[src/rtl/offset_programmer.sv]
// Offset programmer: for one target thread, writes a run of PO entries (offset, increment)
// and then the DO register over the H-space write bus, one write per matching thread slot.
module offset_programmer #(
  parameter int WRITE_WORD_WIDTH   = 36,
  parameter int WRITE_ADDR_WIDTH   = 12,
  parameter int ADDR_WIDTH         = 10,
  parameter int PO_INCR_WIDTH      = 4,
  parameter int PO_ENTRY_COUNT     = 4,
  parameter int PO_ENTRY_WIDTH     = 5,
  parameter int PO_ADDR_BASE       = 0,
  parameter int DO_ADDR            = 0,
  parameter int THREAD_COUNT       = 8,
  parameter int THREAD_COUNT_WIDTH = 3
) (
  input  logic                          clock,
  input  logic                          reset_n,
  input  logic                          cmd_valid,
  output logic                          cmd_ready,
  input  logic [THREAD_COUNT_WIDTH-1:0] cmd_thread,
  input  logic [PO_ENTRY_WIDTH-1:0]     cmd_entries,
  input  logic [ADDR_WIDTH-1:0]         cmd_base,
  input  logic [ADDR_WIDTH-1:0]         cmd_stride,
  input  logic [PO_INCR_WIDTH-1:0]      cmd_incr,
  input  logic [ADDR_WIDTH-1:0]         cmd_do,
  input  logic [THREAD_COUNT_WIDTH-1:0] current_thread,
  input  logic                          write_cancel,
  output logic                          write_valid,
  output logic [WRITE_ADDR_WIDTH-1:0]   write_addr,
  output logic [WRITE_WORD_WIDTH-1:0]   write_data,
  output logic                          done
);

  typedef enum logic [1:0] {IDLE, PO, DO} state_t;

  localparam logic [PO_ENTRY_WIDTH-1:0]   N_MAX   = PO_ENTRY_WIDTH'(PO_ENTRY_COUNT);
  localparam logic [WRITE_ADDR_WIDTH-1:0] PO_BASE = WRITE_ADDR_WIDTH'(PO_ADDR_BASE);
  localparam logic [WRITE_ADDR_WIDTH-1:0] DO_A    = WRITE_ADDR_WIDTH'(DO_ADDR);

  state_t                          state, state_nxt;
  logic [THREAD_COUNT_WIDTH-1:0]   thr;
  logic [PO_ENTRY_WIDTH-1:0]       n, idx, idx_inc, n_cmd;
  logic [ADDR_WIDTH-1:0]           off, stride, do_val;
  logic [PO_INCR_WIDTH-1:0]        incr;
  logic                            start, accept;

  assign n_cmd   = (cmd_entries > N_MAX) ? N_MAX : cmd_entries;
  assign idx_inc = idx + 1'b1;

  always_ff @(posedge clock or negedge reset_n) begin
    if (!reset_n) state <= IDLE;
    else          state <= state_nxt;
  end

  always_comb begin
    state_nxt   = state;
    cmd_ready   = 1'b0;
    write_valid = 1'b0;
    write_addr  = '0;
    write_data  = '0;
    start       = 1'b0;
    accept      = 1'b0;
    case (state)
      IDLE: begin
        cmd_ready = 1'b1;
        if (cmd_valid) begin
          start     = 1'b1;
          state_nxt = (n_cmd != '0) ? PO : DO;
        end
      end
      PO: begin
        write_valid                                = (current_thread == thr);
        write_addr                                 = PO_BASE + WRITE_ADDR_WIDTH'(idx);
        write_data[ADDR_WIDTH-1:0]                 = off;
        write_data[ADDR_WIDTH +: PO_INCR_WIDTH]    = incr;
        accept                                     = write_valid & ~write_cancel;
        if (accept && idx_inc == n) state_nxt = DO;
      end
      DO: begin
        write_valid                = (current_thread == thr);
        write_addr                 = DO_A;
        write_data[ADDR_WIDTH-1:0] = do_val;
        accept                     = write_valid & ~write_cancel;
        if (accept) state_nxt = IDLE;
      end
      default: state_nxt = IDLE;
    endcase
  end

  // off is a running sum (base + idx*stride) so no multiplier is needed
  always_ff @(posedge clock or negedge reset_n) begin
    if (!reset_n) begin
      thr    <= '0;
      n      <= '0;
      idx    <= '0;
      off    <= '0;
      stride <= '0;
      incr   <= '0;
      do_val <= '0;
      done   <= 1'b0;
    end else begin
      done <= accept && (state == DO);
      if (start) begin
        thr    <= cmd_thread;
        n      <= n_cmd;
        idx    <= '0;
        off    <= cmd_base;
        stride <= cmd_stride;
        incr   <= cmd_incr;
        do_val <= cmd_do;
      end else if (accept && state == PO) begin
        idx <= idx_inc;
        off <= off + stride;
      end
    end
  end

endmodule

[config.mk]
export PLATFORM = sky130hd
export DESIGN_NAME = offset_programmer
export DESIGN_NICKNAME = d
export VERILOG_FILES = /design/src/rtl/offset_programmer.sv
export SDC_FILE = /design/constraint.sdc
export NUM_CORES = 1
export LEC_CHECK = 0
export BUFFER_PORTS_ARGS = -buffer_cell sky130_fd_sc_hd__buf_4
export CORE_UTILIZATION = 51
export CTS_CLUSTER_SIZE = 14
export DETAILED_ROUTE_END_ITERATION = 10
export PLACE_DENSITY = 0.78
export REMOVE_ABC_BUFFERS = 1
export SKIP_CTS_REPAIR_TIMING = 1
export SLEW_MARGIN = 20
export SYNTH_ARGS = -nofsm -noshare
export SYNTH_HDL_FRONTEND = slang
export SYNTH_SLANG_ARGS = --single-unit
[constraint.sdc]
create_clock -name clock -period 2.4 [get_ports clock]
set_input_delay 0.12 -clock clock [delete_from_list [all_inputs] [get_ports clock]]
set_output_delay 0.12 -clock clock [all_outputs]
set_load 0.005 [all_outputs]
==> reports/qor.yml <==
gp_congestion: 0.898
power_leakage_uw: 0.00192
grt_util_met3_pct: 3.91
pre_cts_ws_ns: 0.346
min_to: "incr[1]$_DFFE_PN0P_"
reg2reg_to: "off[8]$_DFFE_PN0P_"
die_w_um: 79.4
hold_violations: 10
grtUsageTotal_pct: 23.3
port_buffers: 70
slew_viol_final: 0
crit_fanout: 3
grt_util_met2_pct: 39.9
cts_tree: "built"
switching_power_uw: 1670
grt_pass1_wl_um: 11200
r2r_start: "off[0]$_DFFE_PN0P_"
seqPwrFrac_pct: 34.4
skew_ns: 0.00774
violations: "negative hold slack"
met1_usage_pct: 29.7
setup_ws_ns: 0.342
path_cells: "ha_1 -> fa_1 -> a21o_1 -> a21o_1 -> nand2_1 -> a31oi_1 -> mux2i_1 -> nand3_1"
r2r_slack_ns: 0.34
busiest_layer: "met2"
p_sw_share_pct: 41.2
ys_warn_count: 0
start_kind: "flip-flop"
min_period_ns: 2.06
synth_edf_count: 0
intPower_uw: 2380
fin_nets: 501
critPathCaptureType: "flip-flop"
core_mm2: 0.00564
initial_core_util_pct: 54.1
mostFrequentLayoutCells: "nand2_1, buf_4, dfrtp_1"
worstHoldPathType: "input port to flip-flop"
via_count: 2627
clockBufferDepth: 2
crit_slowest_cell: "dfrtp_1"
mostFrequentLayoutCell: "nand2_1"
ant_nets: 0
rsz0062_at_grt: "false"
cap_violations: 0
timing.setup.tns_ns: 0
vias_per_cell: 5.14
fin_crit_sh_pct: 85.8
antenna_found_initial: 0
row_count: 27
setup_violations: 0
syn-cell-area_mm2: 0.00305
path_class: "flip-flop to flip-flop"
hpwlAfterDp_um: 4940
seq_area_mm2: 0.00125
ys_ff_latch: 50
syn_inst: 362
cts.sinks: 50
multi_input_area_mm2: 0.00160
vdd_ir_drop_max_mv: 0.492
worst_ep_required_time_ns: 2.60
wirelength_um: 6900
drive_above_1_share_pct: 22.6
overflow: 0
cp.arrival_ns: 2.25
cts_made_buffers: 5
ctsRootBufferMaster: "clkbuf_8"
synth_ff_type: "dfrtp_1"
pwr-share-comb_pct: 52.5
drt-pass1-iter-count: 4
pin_count: 100
status: "complete, but fails checks"
synth.avg_cell_area_um2: 8.43
clkLatencyLatePin_ns: 0.31
grt_pass1_vias: 2443
yosysUniqueCellTypes: 42
holdWs_ns: -0.0107
path_common_cell: "a21o_1"
worst_slew_pin_slew_ns: 0.629
wl_per_cell_um: 13.5
cts.clk_slew.worst_paths_ns: 0.09
h-tree-depth: 2
r2r_cells: 8
ys_seq_area_share_pct: 41.0
die_h_um: 79.4
area_delta_synth_final_pct: 21.6
synthArstFlopShare_pct: 100
max_slew_margin_pct: 58.1
hold_path_startpoint: "cmd_incr[1]"
grt_start_max_net_pins: 51
drc: 0
die_area_mm2: 0.00630
holdPathStages: 3
drt_iter0_drc: 132
pwr_density_cell_mw_per_mm2: 1090
fillers: 479
max_stage_delay_ns: 0.41
clkPwrFrac_pct: 13.1
fmax_mhz: 486
antenna_cells: 0
-- worst max-delay path by stage --
stage / end / slack [ns] / cells after the start / start
final: off[8]$_DFFE_PN0P_ / 0.34 / 8 / off[0]$_DFFE_PN0P_
after detailed placement: off[8]$_DFFE_PN0P_ / 0.35 / 8 / off[0]$_DFFE_PN0P_
after floorplan: off[6]$_DFFE_PN0P_ / 0.41 / 6 / state[0]$_DFFE_PN0P_
after global placement: off[9]$_DFFE_PN0P_ / 0.46 / 7 / off[3]$_DFFE_PN0P_
after CTS: off[8]$_DFFE_PN0P_ / 0.33 / 8 / off[0]$_DFFE_PN0P_
after global routing: off[8]$_DFFE_PN0P_ / 0.22 / 8 / off[0]$_DFFE_PN0P_
-- power by group through the flow --
stage	registers [µW]	logic, µW	clock network [µW]
after floorplan	1350	1460	0
after global placement	1390	2040	0
after detailed placement	1410	2110	0
after CTS	1390	2130	539
after global routing	1440	2390	573
final	1390	2130	532
-- synthesized netlist by cell type (3+ instances only) --
library cell	instances	share of area [%]
inv_1	6	0.74
a31oi_1	7	1.4
a22oi_1	10	2.5
xor2_1	5	1.4
buf_4	29	7.1
nor2b_1	13	2.7
a21oi_1	13	2.1
nand2b_1	3	0.62
nand3_1	13	2.1
o21ai_0	6	0.98
nand2_1	108	13
nor2_1	18	2.2
xnor2_1	10	2.9
and3_2	3	0.74
nor3_1	5	0.82
clkbuf_1	10	1.2
buf_1	3	0.37
ha_1	13	5.3
dfrtp_1	50	41
and2_1	12	2.5
-- registers in the layout, summed over array words and instances, names as in the netlist --
signal / flops
done: 1
do_val: 10
state: 2
thr: 3
incr: 4
n: 5
off: 10
idx: 5
stride: 10
-- stage by stage --
| stage | instance area [µm²] | utilization [%] | total power (µW) | instances |
|---|---|---|---|---|
| after global placement | 3560 | 63.1 | 3430 | 498 |
| final | 3710 | 65.8 | 4060 | 511 |
| after detailed placement | 3560 | 63.1 | 3520 | 498 |
| after floorplan | 2870 | - | 2810 | 346 |
| after global routing | 3710 | 65.8 | 4400 | 511 |
| after CTS | 3660 | 64.9 | 4060 | 506 |
-- worst max-delay path: cells and delay by family (launching register included) --
kind	cells	cell delay, ns
multiplexers	1	0.19
flip-flops	1	0.41
AND/OR/NAND/NOR	2	0.22
adder cells (fa/ha/maj)	2	0.64
AO/OA/AOI/OAI	3	0.48
-- final cells by class --
class                   count  area share [%]
clock buffers               6            2.23
clock inverters             2           0.438
inverters                   6           0.607
multi-input cells         290            43.0
flip-flops and latches     50            33.7
well taps                  72            2.43
repair buffers             85            17.5
-- kinds of logic (layout without fill, tap and decap cells) --
| logic type | after synthesis | after routing | share of synthesized area (%) |
|---|---|---|---|
| and+or+nand+nor | 182 | 182 | 27.3 |
| other | 1 | 29 | 0.123 |
| muxes | 2 | 2 | 0.656 |
| DFF | 50 | 50 | 41.0 |
| buffers and inverters | 50 | 99 | 10.1 |
| AOI/OAI and AO/OA | 48 | 48 | 10.5 |
| xor gates and xnor gates | 15 | 15 | 4.30 |
| adders and majority gates | 14 | 14 | 5.99 |
-- per-layer routing --
layer,vias up,part of all wire (%)
li1,1289,-
met1,1238,42
met2,95,51
met3,5,5.7
met4,0,1.0
met5,-,0
Power figures use the tool's default switching activity.
